## config.mk

```make
export PLATFORM = sky130hd
export DESIGN_NAME = stm_sequencer_flat
export DESIGN_NICKNAME = d
export VERILOG_FILES = /design/src/rtl/stm_sequencer_pkg.sv /design/src/rtl/stm_sequencer_if.sv /design/src/rtl/stm_transition_check.sv /design/src/rtl/stm_sequencer.sv /design/src/flat_wrapper.sv
export SDC_FILE = /design/constraint.sdc
export NUM_CORES = 1
export LEC_CHECK = 0
export ABC_AREA = 1
export BUFFER_PORTS_ARGS = -buffer_cell sky130_fd_sc_hd__buf_2
export CORE_ASPECT_RATIO = 0.8
export CORE_UTILIZATION = 40
export CTS_CLUSTER_SIZE = 30
export DETAILED_ROUTE_END_ITERATION = 16
export SYNTH_ARGS = -nofsm -noshare
export SYNTH_HDL_FRONTEND = slang
export SYNTH_SLANG_ARGS = --single-unit
```

## constraint.sdc

```tcl
create_clock -name CLK -period 3.8 [get_ports CLK]
set_clock_uncertainty 0.15 [all_clocks]
set_input_delay 0.57 -clock CLK [delete_from_list [all_inputs] [get_ports CLK]]
set_output_delay 0.57 -clock CLK [all_outputs]
set_load 0.05 [all_outputs]
```

## src/rtl/stm_sequencer_pkg.sv

```systemverilog
// Shared parameters, transition-mode constants and segment configuration
// type for the STM sequencer and its sibling sequencers.
package stm_sequencer_pkg;

  localparam int NUM_SEGMENT = 2;
  localparam int SEG_W       = $clog2(NUM_SEGMENT);
  localparam int IDX_W       = 13;
  localparam int DIV_W       = 16;
  localparam int REP_W       = 16;
  localparam int TIME_W      = 57;

  localparam logic [1:0] TRANSITION_MODE_IMMEDIATE = 2'd0;
  localparam logic [1:0] TRANSITION_MODE_SYNC_IDX  = 2'd1;
  localparam logic [1:0] TRANSITION_MODE_SYS_TIME  = 2'd2;

  localparam logic [REP_W-1:0] REP_INFINITE = 16'hFFFF;

  typedef struct packed {
    logic [REP_W-1:0] rep;
    logic [IDX_W-1:0] cycle;
    logic [DIV_W-1:0] freq_div;
  } seg_cfg_t;

  // A divider of zero behaves like a divider of one.
  function automatic logic [DIV_W-1:0] eff_div(input logic [DIV_W-1:0] d);
    return (d == '0) ? DIV_W'(1) : d;
  endfunction

endpackage

```

## src/rtl/stm_sequencer_if.sv

```systemverilog
// Request/status bundle between the settings block, the sequencer and the
// STM datapath. The master side drives requests and timing, the slave side
// is the sequencer.
interface stm_sequencer_if;
  import stm_sequencer_pkg::*;

  logic              UPDATE;
  logic [TIME_W-1:0] SYS_TIME;
  logic              SET_UPDATE;
  logic [SEG_W-1:0]  REQ_SEGMENT;
  logic [REP_W-1:0]  REQ_REP;
  logic [IDX_W-1:0]  REQ_CYCLE;
  logic [DIV_W-1:0]  REQ_FREQ_DIV;
  logic [1:0]        TRANSITION_MODE;
  logic [TIME_W-1:0] TRANSITION_VALUE;
  logic              BUSY;
  logic              START;
  logic [SEG_W-1:0]  SEGMENT;
  logic [IDX_W-1:0]  IDX;
  logic              FINISHED;
  logic              OVERRUN;

  modport master (
    output UPDATE, SYS_TIME, SET_UPDATE, REQ_SEGMENT, REQ_REP, REQ_CYCLE,
           REQ_FREQ_DIV, TRANSITION_MODE, TRANSITION_VALUE, BUSY,
    input  START, SEGMENT, IDX, FINISHED, OVERRUN
  );

  modport slave (
    input  UPDATE, SYS_TIME, SET_UPDATE, REQ_SEGMENT, REQ_REP, REQ_CYCLE,
           REQ_FREQ_DIV, TRANSITION_MODE, TRANSITION_VALUE, BUSY,
    output START, SEGMENT, IDX, FINISHED, OVERRUN
  );

endinterface

```

## src/rtl/stm_transition_check.sv

```systemverilog
// Decides whether a pending segment transition is honoured on the current
// UPDATE. Shared with the modulation sequencer.
module stm_transition_check
  import stm_sequencer_pkg::*;
(
  input  logic [1:0]        mode_i,
  input  logic              wrap_i,
  input  logic [TIME_W-1:0] sys_time_i,
  input  logic [TIME_W-1:0] threshold_i,
  output logic              honour_o
);

  // Mode decode; the reserved encoding falls back to immediate.
  always_comb begin
    honour_o = 1'b0;
    case (mode_i)
      TRANSITION_MODE_SYNC_IDX: honour_o = wrap_i;
      TRANSITION_MODE_SYS_TIME: honour_o = (sys_time_i >= threshold_i);
      default:                  honour_o = 1'b1;
    endcase
  end

endmodule

```

## src/rtl/stm_sequencer.sv

```systemverilog
// STM sequencer: advances the sample index once per divided UPDATE period,
// applies repetition counts and segment transitions, and presents a stable
// {SEGMENT, IDX} pair to the datapath together with a START strobe.
module stm_sequencer
  import stm_sequencer_pkg::*;
(
  input logic            CLK,
  input logic            RST,
  stm_sequencer_if.slave bus
);

  typedef enum logic [1:0] {
    ST_IDLE     = 2'd0,
    ST_RUN      = 2'd1,
    ST_FINISHED = 2'd2
  } state_t;

  state_t            state_q, state_d;
  logic              pend_valid_q, pend_valid_d;
  logic [SEG_W-1:0]  pend_seg_q, pend_seg_d;
  seg_cfg_t          pend_cfg_q, pend_cfg_d;
  logic [1:0]        pend_mode_q, pend_mode_d;
  logic [TIME_W-1:0] pend_value_q, pend_value_d;
  seg_cfg_t          act_q, act_d;        // act_q.rep is the remaining loop count
  logic [DIV_W-1:0]  div_cnt_q, div_cnt_d;
  logic [SEG_W-1:0]  seg_q, seg_d;
  logic [IDX_W-1:0]  idx_q, idx_d;
  logic              start_q, start_d;
  logic              fin_q, fin_d;
  logic              ovr_q, ovr_d;

  logic at_div_s, at_end_s, wrap_s, honour_s, take_s;

  assign at_div_s = (div_cnt_q == (eff_div(act_q.freq_div) - DIV_W'(1)));
  assign at_end_s = (idx_q == act_q.cycle);
  // A finished segment counts as wrapped so SYNC_IDX requests can leave it.
  assign wrap_s   = (state_q == ST_FINISHED) ? 1'b1 : (at_div_s & at_end_s);
  // The first request out of IDLE is taken regardless of its mode.
  assign take_s   = bus.UPDATE & pend_valid_q & ((state_q == ST_IDLE) | honour_s);

  stm_transition_check u_transition_check (
    .mode_i      (pend_mode_q),
    .wrap_i      (wrap_s),
    .sys_time_i  (bus.SYS_TIME),
    .threshold_i (pend_value_q),
    .honour_o    (honour_s)
  );

  // Next-state, index/divider/repetition update and pending-request bookkeeping.
  always_comb begin
    state_d      = state_q;
    pend_valid_d = pend_valid_q;
    pend_seg_d   = pend_seg_q;
    pend_cfg_d   = pend_cfg_q;
    pend_mode_d  = pend_mode_q;
    pend_value_d = pend_value_q;
    act_d        = act_q;
    div_cnt_d    = div_cnt_q;
    seg_d        = seg_q;
    idx_d        = idx_q;
    start_d      = 1'b0;
    fin_d        = fin_q;
    ovr_d        = ovr_q | (start_q & bus.BUSY);

    if (take_s) begin
      state_d   = ST_RUN;
      seg_d     = pend_seg_q;
      idx_d     = '0;
      div_cnt_d = '0;
      act_d     = pend_cfg_q;
      fin_d     = 1'b0;
      start_d   = 1'b1;
    end else if (bus.UPDATE) begin
      case (state_q)
        ST_RUN: begin
          start_d = 1'b1;
          if (at_div_s) begin
            div_cnt_d = '0;
            if (at_end_s) begin
              if (act_q.rep == '0) begin
                state_d = ST_FINISHED;
                fin_d   = 1'b1;
              end else begin
                idx_d = '0;
                if (act_q.rep != REP_INFINITE) begin
                  act_d.rep = act_q.rep - REP_W'(1);
                end else begin
                  act_d.rep = act_q.rep;
                end
              end
            end else begin
              idx_d = idx_q + IDX_W'(1);
            end
          end else begin
            div_cnt_d = div_cnt_q + DIV_W'(1);
          end
        end
        ST_FINISHED: start_d = 1'b1;
        default:     start_d = 1'b0;
      endcase
    end else begin
      start_d = 1'b0;
    end

    // A new request is latched after the old one has been evaluated; last wins.
    if (bus.SET_UPDATE) begin
      pend_valid_d = 1'b1;
      pend_seg_d   = bus.REQ_SEGMENT;
      pend_cfg_d   = '{rep: bus.REQ_REP, cycle: bus.REQ_CYCLE, freq_div: bus.REQ_FREQ_DIV};
      pend_mode_d  = bus.TRANSITION_MODE;
      pend_value_d = bus.TRANSITION_VALUE;
    end else if (take_s) begin
      pend_valid_d = 1'b0;
    end else begin
      pend_valid_d = pend_valid_q;
    end
  end

  // State and output registers with synchronous reset.
  always_ff @(posedge CLK) begin
    if (RST) begin
      state_q      <= ST_IDLE;
      pend_valid_q <= 1'b0;
      pend_seg_q   <= '0;
      pend_cfg_q   <= '0;
      pend_mode_q  <= 2'd0;
      pend_value_q <= '0;
      act_q        <= '0;
      div_cnt_q    <= '0;
      seg_q        <= '0;
      idx_q        <= '0;
      start_q      <= 1'b0;
      fin_q        <= 1'b0;
      ovr_q        <= 1'b0;
    end else begin
      state_q      <= state_d;
      pend_valid_q <= pend_valid_d;
      pend_seg_q   <= pend_seg_d;
      pend_cfg_q   <= pend_cfg_d;
      pend_mode_q  <= pend_mode_d;
      pend_value_q <= pend_value_d;
      act_q        <= act_d;
      div_cnt_q    <= div_cnt_d;
      seg_q        <= seg_d;
      idx_q        <= idx_d;
      start_q      <= start_d;
      fin_q        <= fin_d;
      ovr_q        <= ovr_d;
    end
  end

  assign bus.START    = start_q;
  assign bus.SEGMENT  = seg_q;
  assign bus.IDX      = idx_q;
  assign bus.FINISHED = fin_q;
  assign bus.OVERRUN  = ovr_q;

endmodule

```

## src/flat_wrapper.sv

```systemverilog
// flat-port wrapper written by rule: the top's interface ports become plain ports
module stm_sequencer_flat import stm_sequencer_pkg::*;
  (CLK, RST, bus_UPDATE, bus_SYS_TIME, bus_SET_UPDATE, bus_REQ_SEGMENT, bus_REQ_REP, bus_REQ_CYCLE, bus_REQ_FREQ_DIV, bus_TRANSITION_MODE, bus_TRANSITION_VALUE, bus_BUSY, bus_START, bus_SEGMENT, bus_IDX, bus_FINISHED, bus_OVERRUN);
  stm_sequencer_if bus_i ();
  input logic CLK;
  input logic RST;
  input wire logic [$bits(bus_i.UPDATE)-1:0] bus_UPDATE;
  input wire logic [$bits(bus_i.SYS_TIME)-1:0] bus_SYS_TIME;
  input wire logic [$bits(bus_i.SET_UPDATE)-1:0] bus_SET_UPDATE;
  input wire logic [$bits(bus_i.REQ_SEGMENT)-1:0] bus_REQ_SEGMENT;
  input wire logic [$bits(bus_i.REQ_REP)-1:0] bus_REQ_REP;
  input wire logic [$bits(bus_i.REQ_CYCLE)-1:0] bus_REQ_CYCLE;
  input wire logic [$bits(bus_i.REQ_FREQ_DIV)-1:0] bus_REQ_FREQ_DIV;
  input wire logic [$bits(bus_i.TRANSITION_MODE)-1:0] bus_TRANSITION_MODE;
  input wire logic [$bits(bus_i.TRANSITION_VALUE)-1:0] bus_TRANSITION_VALUE;
  input wire logic [$bits(bus_i.BUSY)-1:0] bus_BUSY;
  output wire logic [$bits(bus_i.START)-1:0] bus_START;
  output wire logic [$bits(bus_i.SEGMENT)-1:0] bus_SEGMENT;
  output wire logic [$bits(bus_i.IDX)-1:0] bus_IDX;
  output wire logic [$bits(bus_i.FINISHED)-1:0] bus_FINISHED;
  output wire logic [$bits(bus_i.OVERRUN)-1:0] bus_OVERRUN;
  assign bus_i.UPDATE = bus_UPDATE;
  assign bus_i.SYS_TIME = bus_SYS_TIME;
  assign bus_i.SET_UPDATE = bus_SET_UPDATE;
  assign bus_i.REQ_SEGMENT = bus_REQ_SEGMENT;
  assign bus_i.REQ_REP = bus_REQ_REP;
  assign bus_i.REQ_CYCLE = bus_REQ_CYCLE;
  assign bus_i.REQ_FREQ_DIV = bus_REQ_FREQ_DIV;
  assign bus_i.TRANSITION_MODE = bus_TRANSITION_MODE;
  assign bus_i.TRANSITION_VALUE = bus_TRANSITION_VALUE;
  assign bus_i.BUSY = bus_BUSY;
  assign bus_START = bus_i.START;
  assign bus_SEGMENT = bus_i.SEGMENT;
  assign bus_IDX = bus_i.IDX;
  assign bus_FINISHED = bus_i.FINISHED;
  assign bus_OVERRUN = bus_i.OVERRUN;
  stm_sequencer u_core (.CLK(CLK), .RST(RST), .bus(bus_i));
endmodule
```

==> summary.txt, run 1 <==
Place
  – Cell Area, Placed: 11,300 um^2
  – Placer congestion estimate: 0.910
  – Dpl cells: 1,868
  – PortBufs: 183
  – DP Wirelength: 20.6 mm

Status
  – Status: finished, violations left
  – Failing checks: design-rule violations

STA
  – RSZ-0062 raised after global routing: false
  – Pins over their slew limit: 0
  – Slew HR: 0.595
  – Worst slew pin tran: 601 ps
  – Final Hold Viols: 0
  – Maximum clock rate: 0.290 GHz
  – Setup_tns: 0 ps
  – Tcrit/Tclk final: 0.909
  – Post-layout min period: 3450 ps
  – Final setup fails: 0

Logic synthesis
  – Avg Cell Area, Syn: 7.13 um^2
  – Area of the mapped netlist: 10,100 um^2
  – Warning count from the yosys run: 0
  – Seq/Total Area, Yosys: 0.366
  – Post-Syn Instances: 1,419
  – Post-synth EDFFs: 0
  – Post-synth cell types: 41
  – Yosys reg bits: 185
  – Ys flop type: dfxtp_1
  – Asr flop ratio synth: 0
  – Post-Syn Nets: 1,654

Critical path
  – Worst EP required: 4030 ps
  – Worst r2r dst: u_core.bus.IDX[5]$_SDFFE_PP0P_
  – Critical path peak fanout: 10
  – Slowest stage delay, CP: 360 ps
  – Startpoint Class: flop
  – Crit path top cell by count: nand2_1
  – Reg2Reg Setup Slack: 350 ps
  – R2R Path Start: u_core.act_q[12]$_SDFFE_PP0P_
  – Critical path depth: 20
  – Slowest cell on the critical path: dfxtp_1
  – Worst Reg-to-Reg Cells: 20
  – Critical path class: flop to flop
  – Cells along the critical path: nor2_1 > nand2_1 > nor2_2 > nand2_8 > nand2_1 > inv_1 > ha_2 > xor2_1 > nand3_1 > nor2_1 > nand3_1 > nor2_2 > nand2_1 > nor2_2 > nand2_1 > inv_2 > nand3_1 > o21ai_1 > nand2_1 > nor2_1
  – Delay-heaviest family, CP: simple AND/OR/NAND/NOR gates
  – CP Capture Type: flop
  – Worst Path Buf+Inv: 2
  – Worst path arrival time: 3690 ps

Layout
  – Share of post-route cells with drive strength above 1: 0.165
  – Most frequent cells in the layout: nor2_1 (217), dfxtp_1 (184), buf_2 (183)
  – Commonest non-fill, non-tap cell in the layout: nor2_1
  – Layout area overhead: 17.5%
  – Layout net count: 1,804
  – Post-route design area: 11,900 um^2
  – Cell Count, Final, Fillers Out: 1,901

Floorplanning
  – Rows: 51
  – Die area: 25,900 um^2
  – Core area: 24,600 um^2
  – Die Wd: 180 um
  – Initial Util: 0.412
  – Chip height: 144 um
  – I/O Pins: 184

GRT
  – GRT Max-Usage Layer: met2
  – First-pass GRT wire length: 44.8 mm
  – Met1 GRT Util: 0.297
  – M2 GR Usage: 0.351
  – Total Routing Usage GR: 0.216
  – Initial antenna violation count: 2
  – Met3 usage: 0.0410
  – Largest net degree at the start of global routing: 85
  – Vias in the first global route: 8,913
  – Grt ovf: 0

Drt
  – Drt drc: 8
  – Antenna Nets Post-Route: 0
  – DRT Wirelength: 27.3 mm
  – Drt first-iter violations: 692
  – Routed vias: 9,621
  – WL per Instance: 14.4 um
  – DRT Pass-1 Iters: 13
  – Vias per cell: 5.06

CTS
  – CTS Hold Bufs: 0
  – # clock sinks: 185
  – Deepest clock path buffer count: 2
  – Number of buffers added for setup after CTS: 0
  – TritonCTS buffer count: 17
  – Root buffer cell: clkbuf_16
  – Clk Latency, worst-skew pair: 450 ps
  – Clock transition at path regs: 80 ps
  – H-tree levels: 4
  – CTS tree: done
  – PostCTS Resize Cnt: 0

Worst hold path
  – HP Start: bus_REQ_CYCLE[9]
  – Hold Path Depth: 3
  – Hold Path End: u_core.pend_cfg_q[25]$_SDFFE_PP0P_
  – Hold Path Class: input pin to flop

Pwr
  – Leak: 5.29 nW
  – Pwr/cell area: 413 nW/um^2
  – Max IR drop VDD: 0.337 mV
  – Pwr Total: 4.91 mW

Flow run
  – Max-cap violations: 0
[per-stage QoR]
stage                      util  setup WS [ps]  hold WS (ps)
final                     0.484            346           195
after CTS                 0.484            242           180
after global routing      0.484           30.4           204
after detailed placement  0.459            260           299
after global placement    0.459            366           295
after floorplan               -            704           283
[layer usage]
| metal | wire length, um | up-vias |
|---|---|---|
| li1 | - | 5039 |
| met1 | 13800 | 4353 |
| met2 | 12100 | 210 |
| met3 | 1200 | 17 |
| met4 | 222 | 2 |
| met5 | 13 | - |
[power by group]
part | internal, mW | switching, mW
combinational | 0.376 | 0.610
clock | 0.893 | 0.909
sequential | 2.05 | 0.0690
total | 3.32 | 1.59
[cell usage after synthesis, drive strengths merged (6+ instances only)]
master | instances | area (um^2)
a21oi | 132 | 661
buf | 14 | 90.1
clkbuf | 50 | 189
dfxtp | 185 | 3700
ha | 68 | 851
inv | 155 | 582
nand2 | 183 | 723
nand3 | 69 | 375
nand3b | 6 | 45.0
nand4 | 64 | 400
nor2 | 228 | 906
nor3 | 17 | 85.1
nor4 | 15 | 93.8
o21ai | 158 | 791
xnor2 | 18 | 158
xor2 | 35 | 307
[logic make-up after synthesis]
family,synth area share
and+or+nand+nor,0.268
DFF,0.366
AOI/OAI and AO/OA,0.151
adders and majority gates,0.0841
buffers and inverters,0.0851
xor gates and xnor gates,0.0459
[state kept, by name, indices dropped and copies added (netlist names)]
name                 flops
u_core.bus.OVERRUN       1
u_core.pend_seg_q        1
u_core.pend_value_q     57
u_core.pend_mode_q       2
u_core.pend_cfg_q       45
u_core.bus.START         1
u_core.act_q            45
u_core.bus.FINISHED      1
u_core.div_cnt_q        16
u_core.bus.IDX          13
u_core.bus.SEGMENT       1
u_core.pend_valid_q      1
u_core.state_q           1
[how the worst max path moves through the flow]
stage | from | endpoint | slack (ps)
2_1_floorplan | u_core.act_q[4]$_SDFFE_PP0P_ | u_core.act_q[10]$_SDFFE_PP0P_ | 700
3_3_place_gp | u_core.act_q[4]$_SDFFE_PP0P_ | u_core.bus.IDX[5]$_SDFFE_PP0P_ | 370
3_5_place_dp | u_core.act_q[4]$_SDFFE_PP0P_ | u_core.act_q[4]$_SDFFE_PP0P_ | 260
4_1_cts | u_core.act_q[4]$_SDFFE_PP0P_ | u_core.act_q[4]$_SDFFE_PP0P_ | 240
5_1_grt | u_core.act_q[12]$_SDFFE_PP0P_ | u_core.act_q[28]$_SDFFE_PP0P_ | 30
6_report | u_core.act_q[12]$_SDFFE_PP0P_ | u_core.bus.IDX[5]$_SDFFE_PP0P_ | 350
[cell type report]
type / count / area (um^2)
repair buffers: 195 / 1040
multi-input cells: 1015 / 5560
clock inverters: 15 / 169
well taps: 318 / 398
fillers: 2527 / 12700
diodes: 1 / 2.50
clock buffers: 17 / 425
inverters: 155 / 586
flip-flops and latches: 185 / 3700
[worst reg2reg max path, stage by stage (launching register included)]
cell and delay (ps):
dfxtp_1 360, nor2_1 210, nand2_1 100, nor2_2 220, nand2_8 120, nand2_1 100
inv_1 50, ha_2 300, xor2_1 200, nand3_1 180, nor2_1 120, nand3_1 90
nor2_2 210, nand2_1 140, nor2_2 150, nand2_1 170, inv_2 120, nand3_1 130
o21ai_1 150, nand2_1 60, nor2_1 90
No activity file was read; power rests on OpenSTA's default activity.
==> run 2: changes to the inputs <==
--- a/config.mk
+++ b/config.mk
@@ -7,10 +7,10 @@
 export LEC_CHECK = 0
 export ABC_AREA = 1
 export BUFFER_PORTS_ARGS = -buffer_cell sky130_fd_sc_hd__buf_2
-export CORE_ASPECT_RATIO = 0.8
 export CORE_UTILIZATION = 40
 export CTS_CLUSTER_SIZE = 30
 export DETAILED_ROUTE_END_ITERATION = 16
+export GPL_ROUTABILITY_DRIVEN = 0
 export SYNTH_ARGS = -nofsm -noshare
 export SYNTH_HDL_FRONTEND = slang
 export SYNTH_SLANG_ARGS = --single-unit
==> run 2 against run 1 <==
Net effect: the flow now finishes without violations; utilization rose by 0.39 points; cell area rose by 0.66%; global-route usage fell by 0.19 points; power rose by 1.1%; fmax rose by 1.4%; combinational power fell by 1%; die area barely moved; critical path depth rose by 4; flip-flop and latch count did not move; clock power rose by 4%; largest cell class unchanged; highest routed layer unchanged.
==> summary.txt, run 2 (synthesis results as in run 1) <==
Pwr
  – Switching pwr: 1.44 mW (-9.3%)
  – Power Internal: 3.52 mW (+6.0%)
  – Leak: 5.32 nW (+0.65%)
  – Switch share: 0.291 (-0.0331)
  – Pwr Total: 4.96 mW (+1.1%)
  – Max IR drop VDD: 0.247 mV (-27%)
  – Logic pwr share: 0.197 (-0.004)
  – Clk pwr share: 0.376 (+0.009)
  – Register share of total power: 0.427 (-0.005)
  – Pwr/cell area: 415 nW/um^2 (+0.42%)

Worst hold path
  – Hold Path Depth: 3 (unchanged)
  – HP Start: bus_TRANSITION_VALUE[0]
  – Hold Path Class: input pin to flop
  – Hold Path End: u_core.pend_value_q[0]$_SDFFE_PP0P_

Layout
  – Top Registers: u_core.pend_value_q (57), u_core.act_q (45), u_core.pend_cfg_q (45)
  – Most frequent cells in the layout: nor2_1 (217), buf_2 (183), dfxtp_1 (182)
  – Multi-input logic area: 5580 um^2 (+0.34%)
  – Layout area overhead: 18.3%
  – Fill cell count: 2,541 (+0.55%)
  – Share of post-route cells with drive strength above 1: 0.168 (+0.00274)
  – Max reg flops: 57 (unchanged)
  – Commonest non-fill, non-tap cell in the layout: nor2_1
  – Register area: 3710 um^2 (about the same)
  – Largest Register: u_core.pend_value_q
  – Layout net count: 1,808 (+0.22%)

STA
  – Post-layout min period: 3410 ps (-48.3 ps)
  – Worst slew pin tran: 610 ps (+8.37 ps)
  – Final setup fails: 0 (unchanged)
  – Tcrit/Tclk final: 0.896 (-0.0127)
  – Slew HR: 0.593 (-0.00233)
  – Final Hold Viols: 0 (unchanged)
  – RSZ-0062 raised after global routing: false
  – Maximum clock rate: 0.294 GHz (+1.4%)
  – Pins over their slew limit: 0 (unchanged)
  – Setup_tns: 0 ps (unchanged)

CTS
  – Clock transition at path regs: 70 ps (about the same)
  – Number of buffers added for setup after CTS: 0 (unchanged)
  – # clock sinks: 185 (unchanged)
  – Clk Latency, worst-skew pair: 430 ps (-20 ps)
  – TritonCTS buffer count: 17 (unchanged)
  – Root buffer cell: clkbuf_16
  – Deepest clock path buffer count: 2 (unchanged)
  – H-tree levels: 4 (unchanged)
  – CTS Hold Bufs: 0 (unchanged)
  – CTS tree: done

Floorplanning
  – Chip height: 161 um (+12%)
  – Die area: 25,900 um^2 (about the same)
  – Initial Util: 0.413 (+0.000567)
  – I/O Pins: 184 (unchanged)
  – Core area: 24,500 um^2 (-0.14%)
  – Rows: 57 (+12%)
  – Die Wd: 161 um (-10%)

Critical path
  – Crit path top cell by count: nand2_1
  – Delay-heaviest family, CP: simple AND/OR/NAND/NOR gates
  – Critical path peak fanout: 10 (unchanged)
  – R2R Path Start: u_core.act_q[12]$_SDFFE_PP0P_
  – CP Capture Type: flop
  – Worst r2r dst: u_core.bus.IDX[5]$_SDFFE_PP0P_
  – Worst path arrival time: 3620 ps (-70 ps)
  – Worst Reg-to-Reg Cells: 24 (+20%)
  – Cells along the critical path: nor2_1 > nand2_1 > nor2_4 > nand2_8 > nand2_1 > inv_1 > ha_2 > nand2_2 > nor2_4 > nand3b_1 > nand2_1 > nand2_1 > nand2_1 > nor2_1 > nand3_1 > nor2_2 > nand2_1 > nor2_2 > nand2_1 > inv_2 > nand3_1 > o21ai_1 > nand2_1 > nor2_1
  – Startpoint Class: flop
  – Slowest stage delay, CP: 350 ps (about the same)
  – Slowest cell on the critical path: dfxtp_1
  – Critical path class: flop to flop
  – Worst EP required: 4020 ps (about the same)
  – Reg2Reg Setup Slack: 390 ps (+50 ps)
  – Worst Path Buf+Inv: 2 (unchanged)

Place
  – PortBufs: 183 (unchanged)
  – DP Wirelength: 20.8 mm (+1.1%)

GRT
  – Total Routing Usage GR: 0.214 (-0.00186)
  – Grt ovf: 0 (unchanged)
  – Vias in the first global route: 9,240 (+3.7%)
  – Largest net degree at the start of global routing: 102 (+20%)
  – First-pass GRT wire length: 45.0 mm (+0.43%)
  – Initial antenna violation count: 6 (+4)

Flow run
  – Max-cap violations: 0 (unchanged)

Drt
  – Routed vias: 9,532 (-0.93%)
  – Vias per cell: 4.98 (-1.5%)
  – DRT Pass-1 Iters: 5 (-8)
  – DRT Wirelength: 26.9 mm (-1.6%)
  – Drt drc: 0 (-8)
  – WL per Instance: 14.1 um (-2.2%)
  – Drt first-iter violations: 491 (-29%)
  – Antenna Nets Post-Route: 0 (unchanged)

Status
  – Status: finished, final reports clean
run 2: cell types whose count changed in the layout (fill, tap and decap cells not counted), sizes merged:
cell | before | now
bufinv | 0 | 3
clkbuf | 17 | 21
buf | 195 | 199
diode | 1 | 3
inv | 165 | 155
clkinvlp | 0 | 1
clkinv | 5 | 7
run 2: through the flow:
step / hold slack (ps) / cells / instance area (um^2) / worst slack, ps / util
after floorplan: 283 / 1419 / 10100 / 704 / -
after global placement: 295 / 1878 / 11300 / 187 / 0.461
after detailed placement: 302 / 1878 / 11300 / 158 / 0.461
after CTS: 192 / 1910 / 11900 / 127 / 0.486
after global routing: 214 / 1910 / 12000 / 9.86 / 0.488
final: 209 / 1913 / 12000 / 395 / 0.488
run 2: layout make-up:
class                   instances  area share
diodes                          3    0.000627
clock buffers                  21      0.0393
clock inverters                11      0.0120
inverters                     155      0.0489
multi-input cells            1015       0.466
flip-flops and latches        185       0.310
well taps                     324      0.0339
repair buffers                199      0.0893
run 2: layer usage:
metal  vias up  track usage  routed length [um]
met2       245        0.341               11700
met5         -            0                  31
li1       5039            -                   -
met1      4213        0.281               12800
met3        31       0.0588                1920
met4         4       0.0635                 415
run 2: what timing repair did:
| action | CTS | global route |
|---|---|---|
| setup endpoints to repair | 0 | 76 |
| hold endpoints to repair | 0 | 0 |
| gates resized for setup | 0 | 13 |
run 2: worst max path at each step:
| stage | from | endpoint | slack [ps] | cells after the start |
|---|---|---|---|---|
| 6_report | u_core.act_q[12]$_SDFFE_PP0P_ | u_core.bus.IDX[5]$_SDFFE_PP0P_ | 390 | 24 |
| 3_3_place_gp | u_core.act_q[4]$_SDFFE_PP0P_ | u_core.div_cnt_q[14]$_SDFFE_PP0P_ | 190 | 26 |
| 4_1_cts | u_core.act_q[4]$_SDFFE_PP0P_ | u_core.div_cnt_q[13]$_SDFFE_PP0P_ | 130 | 26 |
| 2_1_floorplan | u_core.act_q[4]$_SDFFE_PP0P_ | u_core.act_q[10]$_SDFFE_PP0P_ | 700 | 27 |
| 3_5_place_dp | u_core.act_q[4]$_SDFFE_PP0P_ | u_core.div_cnt_q[4]$_SDFFE_PP0P_ | 160 | 26 |
| 5_1_grt | u_core.act_q[12]$_SDFFE_PP0P_ | u_core.act_q[22]$_SDFFE_PP0P_ | 10 | 26 |
run 2: power groups by stage:
| stage | Clock, mW | Combinational, mW | Sequential, mW |
|---|---|---|---|
| after floorplan | 0 | 0.705 | 2.15 |
| after global placement | 0 | 0.958 | 2.16 |
| after detailed placement | 0 | 0.965 | 2.16 |
| after CTS | 1.91 | 0.971 | 2.12 |
| after global routing | 1.97 | 1.13 | 2.13 |
| final | 1.87 | 0.977 | 2.12 |
run 2: worst reg2reg max path: stages (launching register included):
cell	delay (ps)
dfxtp_1	350
nor2_1	210
nand2_1	130
nor2_4	160
nand2_8	90
nand2_1	90
inv_1	50
ha_2	220
nand2_2	120
nor2_4	70
nand3b_1	130
nand2_1	70
nand2_1	100
nand2_1	60
nor2_1	100
nand3_1	90
nor2_2	180
nand2_1	120
nor2_2	160
nand2_1	170
inv_2	120
nand3_1	120
o21ai_1	140
nand2_1	60
nor2_1	90
